### src/rtl/term_cfg_pkg.sv
// Shared constants and helper functions for the terminal-tile configuration relay.
// Holds the select-width rule, the multi-hot strobe test and the legal-range checks.
package term_cfg_pkg;

    localparam int DEF_FRAME_BITS   = 32;
    localparam int DEF_MAX_FRAMES   = 20;
    localparam int DEF_PIPE_STAGES  = 1;
    localparam int DEF_LOCAL_FRAMES = 1;
    localparam int DEF_NUM_SRC      = 16;
    // Eight 4-bit selects are the most that fit in a single 32-bit local frame.
    localparam int DEF_CHANNELS     = 8;
    localparam int DEF_LOOP_REG     = 0;

    localparam int MAX_PIPE_STAGES  = 4;
    localparam int STROBE_MAX_W     = 64;

    function automatic int sel_width(input int num_src);
        return (num_src <= 2) ? 1 : $clog2(num_src);
    endfunction

    function automatic logic multi_hot(input logic [STROBE_MAX_W-1:0] vec);
        int count;
        count = 0;
        for (int i = 0; i < STROBE_MAX_W; i++) begin
            if (vec[i]) begin
                count++;
            end
        end
        return count >= 2;
    endfunction

    function automatic bit pipe_stages_legal(input int stages);
        return (stages >= 0) && (stages <= MAX_PIPE_STAGES);
    endfunction

    function automatic bit local_frames_legal(input int frames, input int max_frames);
        return (frames >= 1) && (frames <= max_frames);
    endfunction

    function automatic bit crossbar_fits(input int channels, input int sel_w, input int cfg_w);
        return (channels * sel_w) <= cfg_w;
    endfunction

    function automatic bit strobe_width_legal(input int max_frames);
        return (max_frames >= 1) && (max_frames <= STROBE_MAX_W);
    endfunction

endpackage

### src/rtl/cfg_pipe.sv
// N-stage register delay line with synchronous clear, used on the configuration chain.
// Always has at least one stage; the zero-stage case is a plain wire in the parent.
module cfg_pipe
    import term_cfg_pkg::*;
#(
    parameter int WIDTH  = DEF_FRAME_BITS,
    parameter int STAGES = DEF_PIPE_STAGES
) (
    input  logic             clk,
    input  logic             rst,
    input  logic [WIDTH-1:0] din,
    output logic [WIDTH-1:0] dout
);

    logic [STAGES-1:0][WIDTH-1:0] stage_d;
    logic [STAGES-1:0][WIDTH-1:0] stage_q;

    always_comb begin
        stage_d    = stage_q;
        stage_d[0] = din;
        for (int i = 1; i < STAGES; i++) begin
            stage_d[i] = stage_q[i-1];
        end
    end

    always_ff @(posedge clk) begin
        if (rst) begin
            stage_q <= '0;
        end else begin
            stage_q <= stage_d;
        end
    end

    assign dout = stage_q[STAGES-1];

endmodule

### src/rtl/term_config_relay.sv
// Terminal tile: relays the config chain with optional pipelining, captures local
// frames on strobe rising edges, and loops END wires back to BEG wires via a crossbar.
module term_config_relay
    import term_cfg_pkg::*;
#(
    parameter int FrameBitsPerRow = DEF_FRAME_BITS,
    parameter int MaxFramesPerCol = DEF_MAX_FRAMES,
    parameter int PIPE_STAGES     = DEF_PIPE_STAGES,
    parameter int LOCAL_FRAMES    = DEF_LOCAL_FRAMES,
    parameter int NUM_SRC         = DEF_NUM_SRC,
    parameter int CHANNELS        = DEF_CHANNELS,
    parameter int LOOP_REG        = DEF_LOOP_REG
) (
    input  logic                                   UserCLK,
    input  logic                                   Reset,
    output logic                                   UserCLKo,
    input  logic [FrameBitsPerRow-1:0]             FrameData,
    output logic [FrameBitsPerRow-1:0]             FrameData_O,
    input  logic [MaxFramesPerCol-1:0]             FrameStrobe,
    output logic [MaxFramesPerCol-1:0]             FrameStrobe_O,
    input  logic [NUM_SRC-1:0]                     S_END,
    output logic [CHANNELS-1:0]                    N_BEG,
    output logic                                   StrobeErr,
    output logic [LOCAL_FRAMES*FrameBitsPerRow-1:0] CfgBits
);

    localparam int SEL_W     = sel_width(NUM_SRC);
    localparam int CFG_W     = LOCAL_FRAMES * FrameBitsPerRow;
    localparam int SRC_PAD_W = 1 << SEL_W;

    if (!pipe_stages_legal(PIPE_STAGES)) begin : g_bad_pipe
        $error("term_config_relay: PIPE_STAGES must be in 0..4");
    end
    if (!local_frames_legal(LOCAL_FRAMES, MaxFramesPerCol)) begin : g_bad_frames
        $error("term_config_relay: LOCAL_FRAMES must be in 1..MaxFramesPerCol");
    end
    if (!crossbar_fits(CHANNELS, SEL_W, CFG_W)) begin : g_bad_xbar
        $error("term_config_relay: CHANNELS*SEL_W exceeds captured configuration width");
    end
    if (!strobe_width_legal(MaxFramesPerCol)) begin : g_bad_strobe
        $error("term_config_relay: MaxFramesPerCol out of supported range");
    end

    assign UserCLKo = UserCLK;

    if (PIPE_STAGES == 0) begin : g_relay_wire
        assign FrameData_O   = FrameData;
        assign FrameStrobe_O = FrameStrobe;
    end else begin : g_relay_pipe
        cfg_pipe #(
            .WIDTH  (FrameBitsPerRow),
            .STAGES (PIPE_STAGES)
        ) u_data_pipe (
            .clk  (UserCLK),
            .rst  (Reset),
            .din  (FrameData),
            .dout (FrameData_O)
        );

        cfg_pipe #(
            .WIDTH  (MaxFramesPerCol),
            .STAGES (PIPE_STAGES)
        ) u_strobe_pipe (
            .clk  (UserCLK),
            .rst  (Reset),
            .din  (FrameStrobe),
            .dout (FrameStrobe_O)
        );
    end

    logic [LOCAL_FRAMES-1:0]                      strb_d;
    logic [LOCAL_FRAMES-1:0]                      strb_q;
    logic                                         strb_valid_d;
    logic                                         strb_valid_q;
    logic [LOCAL_FRAMES-1:0]                      rise;
    logic [LOCAL_FRAMES-1:0][FrameBitsPerRow-1:0] cfg_d;
    logic [LOCAL_FRAMES-1:0][FrameBitsPerRow-1:0] cfg_q;
    logic [STROBE_MAX_W-1:0]                      strobe_ext;
    logic                                         err_d;
    logic                                         err_q;

    // strb_valid_q stays low for the first cycle after reset, so a strobe that is
    // already high when reset releases is not mistaken for a rising edge.
    always_comb begin
        strb_d       = FrameStrobe[LOCAL_FRAMES-1:0];
        strb_valid_d = 1'b1;
        rise         = strb_valid_q ? (FrameStrobe[LOCAL_FRAMES-1:0] & ~strb_q) : '0;
        cfg_d        = cfg_q;
        for (int f = 0; f < LOCAL_FRAMES; f++) begin
            if (rise[f]) begin
                cfg_d[f] = FrameData;
            end
        end
        strobe_ext                        = '0;
        strobe_ext[MaxFramesPerCol-1:0]   = FrameStrobe;
        err_d                             = err_q | multi_hot(strobe_ext);
    end

    always_ff @(posedge UserCLK) begin
        if (Reset) begin
            strb_q       <= '0;
            strb_valid_q <= 1'b0;
            cfg_q        <= '0;
            err_q        <= 1'b0;
        end else begin
            strb_q       <= strb_d;
            strb_valid_q <= strb_valid_d;
            cfg_q        <= cfg_d;
            err_q        <= err_d;
        end
    end

    assign CfgBits   = cfg_q;
    assign StrobeErr = err_q;

    logic [SRC_PAD_W-1:0] src_pad;
    logic [CHANNELS-1:0]  xbar;

    // Sources are zero-padded to a power of two so out-of-range selects read 0.
    always_comb begin
        src_pad              = '0;
        src_pad[NUM_SRC-1:0] = S_END;
        xbar                 = '0;
        for (int c = 0; c < CHANNELS; c++) begin
            xbar[c] = src_pad[CfgBits[c*SEL_W +: SEL_W]];
        end
    end

    if (LOOP_REG != 0) begin : g_loop_reg
        logic [CHANNELS-1:0] nbeg_d;
        logic [CHANNELS-1:0] nbeg_q;

        always_comb begin
            nbeg_d = xbar;
        end

        always_ff @(posedge UserCLK) begin
            if (Reset) begin
                nbeg_q <= '0;
            end else begin
                nbeg_q <= nbeg_d;
            end
        end

        assign N_BEG = nbeg_q;
    end else begin : g_loop_comb
        assign N_BEG = xbar;
    end

endmodule

### config.mk
export PLATFORM = sky130hd
export DESIGN_NAME = term_config_relay
export DESIGN_NICKNAME = d
export VERILOG_FILES = /design/src/rtl/term_cfg_pkg.sv /design/src/rtl/cfg_pipe.sv /design/src/rtl/term_config_relay.sv
export SDC_FILE = /design/constraint.sdc
export NUM_CORES = 1
export LEC_CHECK = 0
export ABC_AREA = 1
export BUFFER_PORTS_ARGS = -buffer_cell sky130_fd_sc_hd__buf_2
export CORE_MARGIN = 4
export CORE_UTILIZATION = 50
export CTS_CLUSTER_DIAMETER = 50
export DETAILED_ROUTE_END_ITERATION = 16
export HOLD_SLACK_MARGIN = 0.02
export PLACE_DENSITY = 0.76
export SLEW_MARGIN = 20
export SYNTH_ARGS = -nofsm -noshare
export SYNTH_HDL_FRONTEND = slang
export SYNTH_SLANG_ARGS = --single-unit
### constraint.sdc
create_clock -name UserCLK -period 16.7 [get_ports UserCLK]
set_clock_uncertainty 0.15 [all_clocks]
set_input_delay 1.67 -clock UserCLK [delete_from_list [all_inputs] [get_ports UserCLK]]
set_output_delay 1.67 -clock UserCLK [all_outputs]
set_load 0.01 [all_outputs]
==> impl.org, run 1 <==
** Status
- The run finished with clean final reports.

** Worst hold path
- The path class of the tightest hold or removal check is register to register.

** Worst setup path
- Internal reg-to-reg setup slack :: 15.13 ns
- STA puts the critical path data arrival time at 11.30 ns.
- Of all nets on the critical path, the largest fanout is 4.
- At the worst endpoint, the required time is 16.90 ns.
- The worst setup path is captured at a register.
- Kind of start point of the critical path :: input port
- Critical path buffer and inverter count :: 6
- Cell family contributing the most delay on the critical path :: adder cells
- Delay of the slowest critical-path stage :: 0.33 ns
- By instance count, the cell type seen most on the critical path is nand2_1.
- Worst Setup Path Type :: input port to register
- Highest-delay cell along the critical path :: ha_1

** STA
- Aggregate negative setup slack :: 0 ns
- Final slew viol count :: 0
- Subtracting the final worst setup slack from the clock period gives 11.10 ns.
- At the pin with the least slew margin, the transition time is 0.919 ns.
- Setup violations remaining at the end of the flow were counted as 0.
- The final critical path takes up 66.5% of the cycle.
- Hold slack :: 0.437 ns
- Setup repair after global routing left no endpoint under its margin.
- The number of failing hold endpoints at the final stage was 0.
- Worst slew margin relative to its limit :: 38.7%
- Maximum clock frequency :: 90.1 MHz

** Floorplanning
- For this design the top-level I/O count stands at 164.
- The floorplan step set the die width to 122 µm.
- Initial core utilization :: 51.4%
- Row count :: 41
- Chip Height :: 122 µm
- The region available for standard cell placement spans 0.0127 mm².
- Total Die Area :: 0.0149 mm²

** Clock tree
- The number of hold buffers added after CTS was 0.
- Buffers added to address setup during post-CTS repair amount to 0.
- Clock-pin slew was measured on the worst setup and hold paths at 0.06 ns.
- Count of instances resized after the clock tree is built :: 0
- At the later pin of the worst-skew pair, clock insertion delay measures 0.46 ns.
- TritonCTS clock tree :: done

** GRT
- Entering global routing, the biggest net connects 65 pins.
- Via count of the first global-routing pass :: 6469
- The number of antenna violations at the first check in global routing was 0.
- Global-route wire length before repair :: 29100 µm
- Global-route usage over all layers :: 23.7%
- Gr ovfl total :: 0

** Routing
- Final routed wire length divided by cell count :: 12.6 µm
- Detailed-route wire length :: 17100 µm
- After detailed routing, the number of remaining DRC violations is 0.
- In this run the remaining antenna-violating nets after routing total 0.
- The final route contains 6863 vias.
- Detailed-route vias per instance :: 5.07
- Before antenna repair, the detailed router went through 5 iterations.
- Drt first-iter violations :: 352

** Final layout
- The repair_antennas step left the layout with diodes totalling 0.
- In the final layout, the share of cells above drive strength 1 is 27.0%.
- Relative to the synthesized area, the layout overhead comes to 19.8%.
- Number of nets in the layout :: 1267

** Yosys
- During synthesis, Yosys emitted a total of 0 warnings.
- EDFF count, synth :: 0
- The synthesized design contains 86 register bits.
- Cell count after synthesis :: 1037
- Post-synthesis cell area :: 0.00651 mm²
- Of the synthesized area, sequential elements account for 26.4%.
- Among all flip-flop cells after synthesis, the most frequent one is dfxtp_1.
- A synthesized cell averages 6.28 µm².
- In the synthesized netlist the async set-or-reset flop fraction comes to 0%.
- Synthesis instantiated 35 different standard cells from the library.
- Post-Synthesis Net Count :: 1127

** Power
- For this design the ratio of total power to cell area is 101 mW/mm².
- The completed layout was analyzed and its total power is 0.000785 W.
- Max IR drop VDD :: 0.105 mV
- The clock network is responsible for 31.3% of the overall power.
- Sequential power share :: 29.4%
- Combinational group share of total power :: 39.4%
- The analysis attributes to net switching a power of 0.000305 W.
- Of the total power, the share spent switching nets is 38.9%.
- The internal power of the cells totals 0.000480 W.
- For this design the static power due to leakage is 4.05 nW.

** Place
- Routability-driven placement finished with a final weighted congestion of 0.844.
- Number of input and output port buffers inserted :: 163
- Estimated wirelength of the detail-placed design :: 12500 µm

** Flow run
- Across the run, the number of max-cap violations was 0.
-- area by class of cell --
class	count	area, µm²
clock buffers	15	323
clock inverters	5	56.3
fillers	1239	4860
inverters	139	522
multi-input cells	773	4120
flip-flops and latches	86	1720
well taps	172	215
repair buffers	164	846
-- layer usage --
metal  track usage (%)  up-vias  share of wire (%)
met5                 0        -                  0
met4              8.54        0                1.6
met3              6.13       21                6.5
met2              39.4      158                 46
met1              29.7     3024                 46
li1                  -     3660                  -
-- through the flow --
| step | cells | area, µm² | utilization, % | worst slack, ns |
|---|---|---|---|---|
| final | 1354 | 7810 | 61.6 | 5.60 |
| after global routing | 1354 | 7810 | 61.6 | 4.54 |
| after CTS | 1353 | 7780 | 61.4 | 5.61 |
| after detailed placement | 1334 | 7400 | 58.4 | 5.18 |
| after global placement | 1334 | 7400 | 58.4 | 5.42 |
| after floorplan | 1037 | 6510 | - | 6.04 |
-- power by group through the flow --
stage	combinational (W)	clock (W)	sequential (W)
after floorplan	0.000242	0.00000493	0.000234
after global placement	0.000301	0.00000362	0.000235
after detailed placement	0.000307	0.00000362	0.000235
after CTS	0.000310	0.000252	0.000231
after global routing	0.000359	0.000262	0.000233
final	0.000309	0.000245	0.000231
-- worst reg2reg max path: stages, from the launching register on --
cell and delay, ns:
dfxtp_1 0.31, nand2_1 0.08, nor2_4 0.42, buf_16 0.25, o21ai_0 0.12, a21oi_1 0.17
-- cell usage in the layout (no fill, tap or decap), types with 2 or more instances in the layout --
cell type / Yosys / routed
a211oi_1: 6 / 6
a21oi_1: 79 / 79
a311o_1: 5 / 5
buf_2: 0 / 163
clkbuf_16: 0 / 12
clkinv_1: 3 / 3
clkinv_2: 0 / 2
dfxtp_1: 86 / 86
ha_1: 20 / 20
inv_1: 126 / 126
inv_2: 10 / 10
nand2_1: 214 / 214
nand2_2: 55 / 55
nand2_4: 4 / 4
nand3_1: 70 / 70
nand3_2: 33 / 33
nand3b_1: 15 / 15
nand3b_2: 4 / 4
nand4_1: 7 / 7
nor2_1: 112 / 111
nor2_2: 14 / 14
nor2_4: 2 / 3
nor3_1: 5 / 5
o211ai_1: 12 / 12
o21ai_0: 86 / 86
o21ai_1: 3 / 3
o221ai_1: 7 / 7
o31ai_1: 2 / 2
or2_2: 12 / 12
-- cell families after synthesis --
group | count (synthesis) | share of synthesized area [%]
compound gates | 205 | 17.5
fa+ha+maj | 20 | 3.84
simple gates | 548 | 41.8
flops | 86 | 26.4
buf+inv | 178 | 10.4
-- synth_stat cells, types with 2 or more instances --
cell,n,share of area [%]
or2_2,12,1.2
nand2_1,214,12
nor2_2,14,1.3
a21oi_1,79,6.1
a311o_1,5,0.77
buf_4,2,0.23
o221ai_1,7,0.94
nand3_1,70,5.4
nor3_1,5,0.38
o31ai_1,2,0.23
inv_1,126,7.3
nand4_1,7,0.67
nor2_4,2,0.35
nor2_1,112,6.5
clkinv_1,3,0.17
inv_2,10,0.58
ha_1,20,3.8
o211ai_1,12,1.4
nand2_4,4,0.69
dfxtp_1,86,26
a211oi_1,6,0.69
nand3b_1,15,1.7
o21ai_0,86,6.6
nand3b_2,4,0.69
o21ai_1,3,0.23
nand2_2,55,5.3
clkbuf_1,36,2.1
nand3_2,33,5.1
-- worst paths after layout --
check,end,cells after the start,from
worst max register to register,CfgBits[14]$_SDFFE_PP0P_,5,strb_valid_q$_DFF_P_
worst min register to register,CfgBits[19]$_SDFFE_PP0P_,2,CfgBits[19]$_SDFFE_PP0P_
worst max-delay path,StrobeErr$_SDFF_PP0_,66,FrameStrobe[0]
worst min-delay path,CfgBits[19]$_SDFFE_PP0P_,2,CfgBits[19]$_SDFFE_PP0P_
-- sequential cells by signal, indices dropped and copies added (netlist names) --
signal                           cells
CfgBits                             32
StrobeErr                            1
g_relay_pipe.u_data_pipe.dout       32
g_relay_pipe.u_strobe_pipe.dout     20
strb_valid_q                         1
Note: power is estimated with default switching activity, not from simulation.
==> run 2, diff against run 1 <==
--- a/config.mk
+++ b/config.mk
@@ -5,7 +5,7 @@
 export SDC_FILE = /design/constraint.sdc
 export NUM_CORES = 1
 export LEC_CHECK = 0
-export ABC_AREA = 1
+export ABC_AREA = 0
 export BUFFER_PORTS_ARGS = -buffer_cell sky130_fd_sc_hd__buf_2
 export CORE_MARGIN = 4
 export CORE_UTILIZATION = 50
==> constraint.sdc (replaced) <==
create_clock -name UserCLK -period 10.8 [get_ports UserCLK]
set_clock_uncertainty 0.15 [all_clocks]
set_input_delay 1.08 -clock UserCLK [delete_from_list [all_inputs] [get_ports UserCLK]]
set_output_delay 1.08 -clock UserCLK [all_outputs]
set_load 0.01 [all_outputs]
==> impl.org, run 2 <==
** Final layout
- Registers take 0.00172 mm².
- Leaving out fill and tap cells, the most frequent cell in the layout is buf_2.
- Layout Cells excl Fill :: 1032
- The net count of the finished layout is 948.
- Of the cells placed in the final design, the portion with a size suffix greater than 1 is 40.2%.
- Multi-input gate area :: 0.00465 mm²
- The top cell types in the final layout, fill and taps aside, are 162 x buf_2, 100 x nand2_1, 86 x dfxtp_1, 50 x buf_4, 49 x nor2b_1.
- The finished cells cover 0.00823 mm².
- Counting the fill cells in the layout gives 981.
- Area growth, synth to finish :: 31.1%

** Power
- Internal power :: 0.00144 W
- Net Sw Frac :: 42.4%
- Sequential power share :: 13.8%
- The clock network is responsible for 14.7% of the overall power.
- Max IR drop VDD :: 0.227 mV
- Power density cells :: 304 mW/mm²
- The analysis attributes to net switching a power of 0.00106 W.
- In this run the static leakage power is 3.49 nW.
- Combinational cells account for 71.4% of the total power.

** STA
- Final hold viol count :: 0
- RSZ-0062 raised after global routing :: true
- Final worst setup slack :: -0.136 ns
- Derived from the worst setup path, the maximum achievable clock frequency is 91.4 MHz.
- Worst slew margin relative to its limit :: 39.6%
- Measured slew at the worst slew-check pin :: 0.905 ns
- Setup Viol. Count Final :: 1
- Share of the clock period used by the worst path :: 101%
- Shortest clock period the worst path allows after layout :: 10.94 ns
- The final number of max-transition violations is 0.

** Yosys
- Portion of synthesized cell area occupied by the leading cell type :: 27.4%
- Cell count after synthesis :: 671
- Top cells by instance count after synthesis :: 104 x nand2_1, 86 x dfxtp_1, 49 x nor2b_1
- Register bit count reported by yosys :: 86
- Top_reg_cell synth :: dfxtp_1
- The synthesized netlist occupies a cell area of 0.00628 mm².
- Total number of yosys warnings :: 0
- Cell variety after synth :: 79
- EDFF count, synth :: 0
- Most repeated cell in the gate-level netlist after synthesis :: nand2_1
- Cell types occupying the most area after synthesis :: dfxtp_1 27%, mux4_2 14%, nand2_1 6.2%
- dfxtp_1 takes more of the synthesized area than any other cell.
- Synthesized area per cell :: 9.36 µm²
- Proportion of synthesized chip area in sequential cells :: 27.4%
- Post-Synthesis Net Count :: 761
- Proportion of register bits with asynchronous set or reset after synthesis :: 0%

** Floorplanning
- Initial core utilization :: 51.6%
- Total Die Area :: 0.0144 mm²
- Die width :: 120 µm
- Ports :: 164
- Area of the core :: 0.0122 mm²
- Row count :: 40
- Chip Height :: 120 µm

** Flow run
- Across the run, the number of max-cap violations was 0.

** Place
- Estimated wirelength of the detail-placed design :: 13000 µm
- During placement, the flow inserted port buffers numbering 163.
- Placed Instance Area :: 0.00764 mm²
- Gpl congestion :: 0.874
- The number of placed instances, taps included, is 997.

** GRT
- Via count of the first global-routing pass :: 5914
- The first global-routing pass estimated 28900 µm of wire.
- Gr busiest metal :: met2
- Antenna violations before repair :: 1
- In the global route stage, overall resource usage came out at 24.5%.
- GR Layer Usage met1 :: 29.1%
- For this run the aggregate overflow at the end of global routing stands at 0.
- Global routing used 43.1% of the available met2 tracks.
- Met3 track demand over resource :: 5.47%
- Entering global routing, the biggest net connects 87 pins.

** Worst setup path
- The slowest stage of the critical path belongs to the cell nor4_1.
- Worst Setup Path Type :: input port to register
- Max FO, Critical Path :: 4
- Required time reported for the critical path endpoint :: 10.95 ns
- Among the stages of the critical path, the cell type that occurs most often is ha_4.
- Type of destination of the critical path :: register
- The worst setup path is launched from an input port.
- Data on the critical path arrives at its endpoint at 11.08 ns.
- Path depth of the worst reg2reg path :: 4
- Delay of the slowest critical-path stage :: 0.35 ns

** Routing
- The routed design has 17800 µm of wire.
- Before antenna repair, the detailed router went through 5 iterations.
- DRT antenna net count :: 0
- Vias after detailed routing :: 5884
- Detailed-route vias per instance :: 5.70
- The first routing iteration left 532 violations.
- Detailed-route DRC error count :: 0
- Final routed wire length divided by cell count :: 17.2 µm

** Clock tree
- After clock tree synthesis, the flow added hold-fix buffers numbering 0.
- Insertion delay to the later sink of the worst-skew pair :: 0.46 ns
- Clock-pin slew was measured on the worst setup and hold paths at 0.07 ns.
- TritonCTS clock tree :: done

** Worst hold path
- The worst hold path was traced through 2 stages.
- Worst hold-check path type :: register to register

** Status
- Status :: complete, but fails checks
- Violated checks :: negative setup slack
-- run 2: cell count changes in the layout (fill, tap and decap cells not counted), moves of 13 or more --
cell	delta
o21ai_0	-75
nand3_2	-33
buf_4	+49
nor2b_1	+49
nand2_2	-50
mux4_2	+40
xnor2_1	+33
a21oi_1	-34
nand2_1	-114
inv_1	-110
nor2_1	-71
nand3_1	-60
nor2_2	-13
-- run 2: metal layers --
metal  up-vias  share of wire, %
li1       2768                 -
met1      2810                40
met2       267                50
met3        39               7.7
met4         0               2.6
met5         -                 0
-- run 2: power groups by stage --
| stage | logic, W | clock network [W] | registers [W] |
|---|---|---|---|
| 6_report | 0.00179 | 0.000370 | 0.000347 |
| 5_1_grt | 0.00196 | 0.000391 | 0.000349 |
| 4_1_cts | 0.00172 | 0.000378 | 0.000347 |
| 3_5_place_dp | 0.00166 | 0.00000560 | 0.000354 |
| 3_3_place_gp | 0.00159 | 0.00000560 | 0.000354 |
| 2_1_floorplan | 0.00124 | 0.00000763 | 0.000359 |
-- run 2: kinds of logic after synthesis --
family	share of synthesized area, %
AOI/OAI and AO/OA	12.8
xor gates and xnor gates	14.2
adders and majority gates	3.99
buffers and inverters	3.77
DFF	27.4
muxes	16.4
and+or+nand+nor	21.4
-- run 2: through the flow --
step,power [W],TNS [ns],util (%),hold WS (ns),setup WS [ns]
global route,0.00270,-0.577,67.7,0.375,-0.577
detailed placement,0.00202,-0.690,62.8,0.326,-0.690
global placement,0.00195,-0.273,62.8,0.317,-0.273
finish,0.00251,-0.136,67.7,0.337,-0.136
floorplan,0.00161,-0.334,-,0.347,-0.334
CTS,0.00245,-0.00127,66.8,0.337,-0.00127
-- run 2: area by class of cell --
cell class                 count  area share [%]
clock inverter                 6           0.654
clock buffer                  14            3.88
timing repair buffer         212            14.5
inverter                      19           0.912
antenna                        1          0.0304
sequential                    86            20.9
multi-input combinational    526            56.5
tap                          168            2.55
-- run 2: worst paths after layout --
kind	startpoint	endpoint	slack (ns)
setup reg to reg	strb_valid_q$_DFF_P_	CfgBits[15]$_SDFFE_PP0P_	9.41
setup / recovery	FrameStrobe[0]	StrobeErr$_SDFF_PP0_	-0.14
hold / removal	CfgBits[11]$_SDFFE_PP0P_	CfgBits[11]$_SDFFE_PP0P_	0.34
hold reg to reg	CfgBits[11]$_SDFFE_PP0P_	CfgBits[11]$_SDFFE_PP0P_	0.34
-- run 2: repair_timing --
action,CTS,global route
gates resized for setup,6,13
pin swaps,12,22
buffers inserted,10,5
setup endpoints to repair,1,1
-- run 2: worst max-delay path, delay by kind of cell --
kind / cells / cell delay, ns
AOI/OAI and AO/OA: 15 / 2.08
xor gates and xnor gates: 2 / 0.33
adders and majority gates: 17 / 4.20
buffers and inverters: 3 / 0.35
muxes: 5 / 1.16
and+or+nand+nor: 16 / 1.87
==> run 3, diff against run 2 <==
--- a/config.mk
+++ b/config.mk
@@ -5,14 +5,16 @@
 export SDC_FILE = /design/constraint.sdc
 export NUM_CORES = 1
 export LEC_CHECK = 0
-export ABC_AREA = 0
+export ABC_AREA = 1
 export BUFFER_PORTS_ARGS = -buffer_cell sky130_fd_sc_hd__buf_2
+export CELL_PAD_IN_SITES_DETAIL_PLACEMENT = 1
+export CELL_PAD_IN_SITES_GLOBAL_PLACEMENT = 1
 export CORE_MARGIN = 4
-export CORE_UTILIZATION = 50
+export CORE_UTILIZATION = 37
 export CTS_CLUSTER_DIAMETER = 50
 export DETAILED_ROUTE_END_ITERATION = 16
 export HOLD_SLACK_MARGIN = 0.02
-export PLACE_DENSITY = 0.76
+export PLACE_DENSITY = 0.81
 export SLEW_MARGIN = 20
 export SYNTH_ARGS = -nofsm -noshare
 export SYNTH_HDL_FRONTEND = slang
==> constraint.sdc (replaced) <==
create_clock -name UserCLK -period 11.9 [get_ports UserCLK]
set_clock_uncertainty 0.15 [all_clocks]
set_input_delay 1.19 -clock UserCLK [delete_from_list [all_inputs] [get_ports UserCLK]]
set_output_delay 1.19 -clock UserCLK [all_outputs]
set_load 0.01 [all_outputs]
==> impl.org, run 3 (synthesis gave the netlist of run 1 again) <==
** Power
- Combinational group share of total power :: 39.2%
- Net switching is 39.5% of the power.
- Max IR drop VDD :: 0.0700 mV
- Leakage power :: 4.06 nW
- Power density cells :: 146 mW/mm²
- Of the total power, the clock network draws 32.7%.
- The internal portion of the total power is 0.000696 W.
- Per report_power, the sequential group accounts for 28.2% of the total.
- Net Switching :: 0.000454 W

** GRT
- Global-route usage over all layers :: 21.4%
- Gr ovfl total :: 0
- Antenna violations before repair :: 1
- Via count of the first global-routing pass :: 7461
- The first global-routing pass estimated 35500 µm of wire.
- Entering global routing, the biggest net connects 65 pins.

** Clock tree
- Clock input transition at the sequential cells of the worst setup and hold paths :: 0.07 ns
- Insertion delay to the later sink of the worst-skew pair :: 0.46 ns
- TritonCTS built the clock tree.

** Routing
- In the routed design, unresolved DRC markers number 0.
- The final layout contains routed wiring with a total length of 20900 µm.
- DRT antenna net count :: 0
- Vias after detailed routing :: 7202
- Using the TritonRoute via totals, the vias-per-cell ratio works out to 5.12.
- The first detailed-routing pass took 4 iterations.
- Final routed wire length divided by cell count :: 14.9 µm
- Drt first-iter violations :: 261

** Worst setup path
- Type of destination of the critical path :: register
- Arrival time worst endpoint :: 11.07 ns
- For this design, the slowest cell found on the critical path is ha_1.
- The setup path with the least slack is of type input port to register.
- Required time reported for the critical path endpoint :: 12.11 ns
- Kind of start point of the critical path :: input port
- Most frequent CP cell :: nand2_1
- Max FO, Critical Path :: 4
- Delay of the slowest critical-path stage :: 0.35 ns

** Flow run
- Max-cap violations in this run came to 0.

** Final layout
- Commonest non-fill, non-tap cell in the layout :: nand2_1
- The number of antenna diodes in the final layout is 0.
- Measured on the finished design, the core utilization comes to 45.7%.
- Layout cell share with drive strength beyond 1 :: 27.1%
- Leading cell types in the layout, fill and taps excluded :: 214 x nand2_1, 163 x buf_2, 126 x inv_1, 111 x nor2_1
- Area growth, synth to finish :: 21.2%
- Number of nets in the layout :: 1267

** Status
- Status :: complete, no violations

** STA
- For the pin with the worst max-slew slack, the measured transition is 0.956 ns.
- For this run, the top clock speed supported by timing is 92.0 MHz.
- The final number of max-transition violations is 0.
- RSZ-0062 raised after global routing :: false
- Hold slack :: 0.446 ns
- Shortest clock period the worst path allows after layout :: 10.87 ns
- Worst slew margin relative to its limit :: 36.2%
- Aggregate negative setup slack :: 0 ns
- Final hold viol count :: 0
- Final worst setup slack :: 1.03 ns
- Setup Viol. Count Final :: 0
- After layout, the worst path uses 91.3% of the clock period.

** Floorplanning
- Die width :: 141 µm
- Row count :: 48
- Area of the core :: 0.0173 mm²
- Total Die Area :: 0.0198 mm²
- Initial core utilization :: 37.7%
- Chip Height :: 141 µm
- Ports :: 164

** Worst hold path
- Worst hold-check path type :: register to register

** Place
- The congestion estimate from routability-driven global placement came to 0.805.
- Prior to clock tree synthesis, the placed netlist has a worst setup slack of 0.657 ns.
- Detailed placement finished with a half-perimeter wire length of 15600 µm.
- Port buffering added 163 buffers.
-- run 3: changes by cell type in the layout (fill, tap and decap cells not counted), moves of 40 or more --
| cell | delta |
|---|---|
| nand2_2 | +50 |
| buf_4 | -49 |
| mux4_2 | -40 |
| nor2_1 | +71 |
| o21ai_0 | +75 |
| inv_1 | +110 |
| nand3_1 | +60 |
| nor2b_1 | -49 |
| nand2_1 | +114 |
-- run 3: power by group through the flow --
stage	clock (W)	combinational, W	sequential [W]
floorplan	0.00000692	0.000339	0.000328
global placement	0.00000508	0.000431	0.000329
detailed placement	0.00000508	0.000448	0.000330
CTS	0.000387	0.000453	0.000324
global route	0.000396	0.000517	0.000327
finish	0.000376	0.000450	0.000324
-- run 3: timing repair --
action / in CTS / in global routing
hold buffers: 0 / 0
resized for setup: 0 / 1
endpoints found under the setup margin: 0 / 1
buffers inserted: 0 / 0
-- run 3: worst paths after layout --
| kind | from | end | slack [ns] | cells after the start |
|---|---|---|---|---|
| worst max register to register | strb_valid_q$_DFF_P_ | CfgBits[12]$_SDFFE_PP0P_ | 10.33 | 5 |
| worst min-delay path | CfgBits[11]$_SDFFE_PP0P_ | CfgBits[11]$_SDFFE_PP0P_ | 0.45 | 2 |
| worst min register to register | CfgBits[11]$_SDFFE_PP0P_ | CfgBits[11]$_SDFFE_PP0P_ | 0.45 | 2 |
| worst max-delay path | FrameStrobe[0] | StrobeErr$_SDFF_PP0_ | 1.03 | 66 |
-- run 3: metrics by stage --
stage	instance area (µm²)	power (W)	instances
6_report	7900	0.00115	1407
5_1_grt	7900	0.00124	1407
4_1_cts	7870	0.00116	1406
3_5_place_dp	7470	0.000783	1387
3_3_place_gp	7470	0.000766	1387
2_1_floorplan	6510	0.000674	1037
-- run 3: area by class of cell --
class	instances	area, µm²
clock buffer	15	323
clock inverter	5	82.6
fill	2375	9400
inverter	139	522
multi-input combinational	773	4130
sequential	86	1720
tap	225	282
timing repair buffer	164	838
-- run 3: layer usage --
| layer | GRT usage [%] | vias to the layer above | part of all wire, % |
|---|---|---|---|
| met5 | 0 | - | 0.033 |
| met4 | 6.94 | 2 | 1.9 |
| met3 | 6.17 | 29 | 5.8 |
| met2 | 36.7 | 133 | 48 |
| met1 | 25.8 | 3377 | 44 |
| li1 | - | 3661 | - |
-- run 3: worst max-delay path, delay by kind of cell --
| family | cells | cell delay, ns |
|---|---|---|
| AO/OA/AOI/OAI | 3 | 0.50 |
| AND/OR/NAND/NOR | 40 | 3.75 |
| buffers and inverters | 6 | 0.47 |
| adder cells (fa/ha/maj) | 17 | 5.15 |
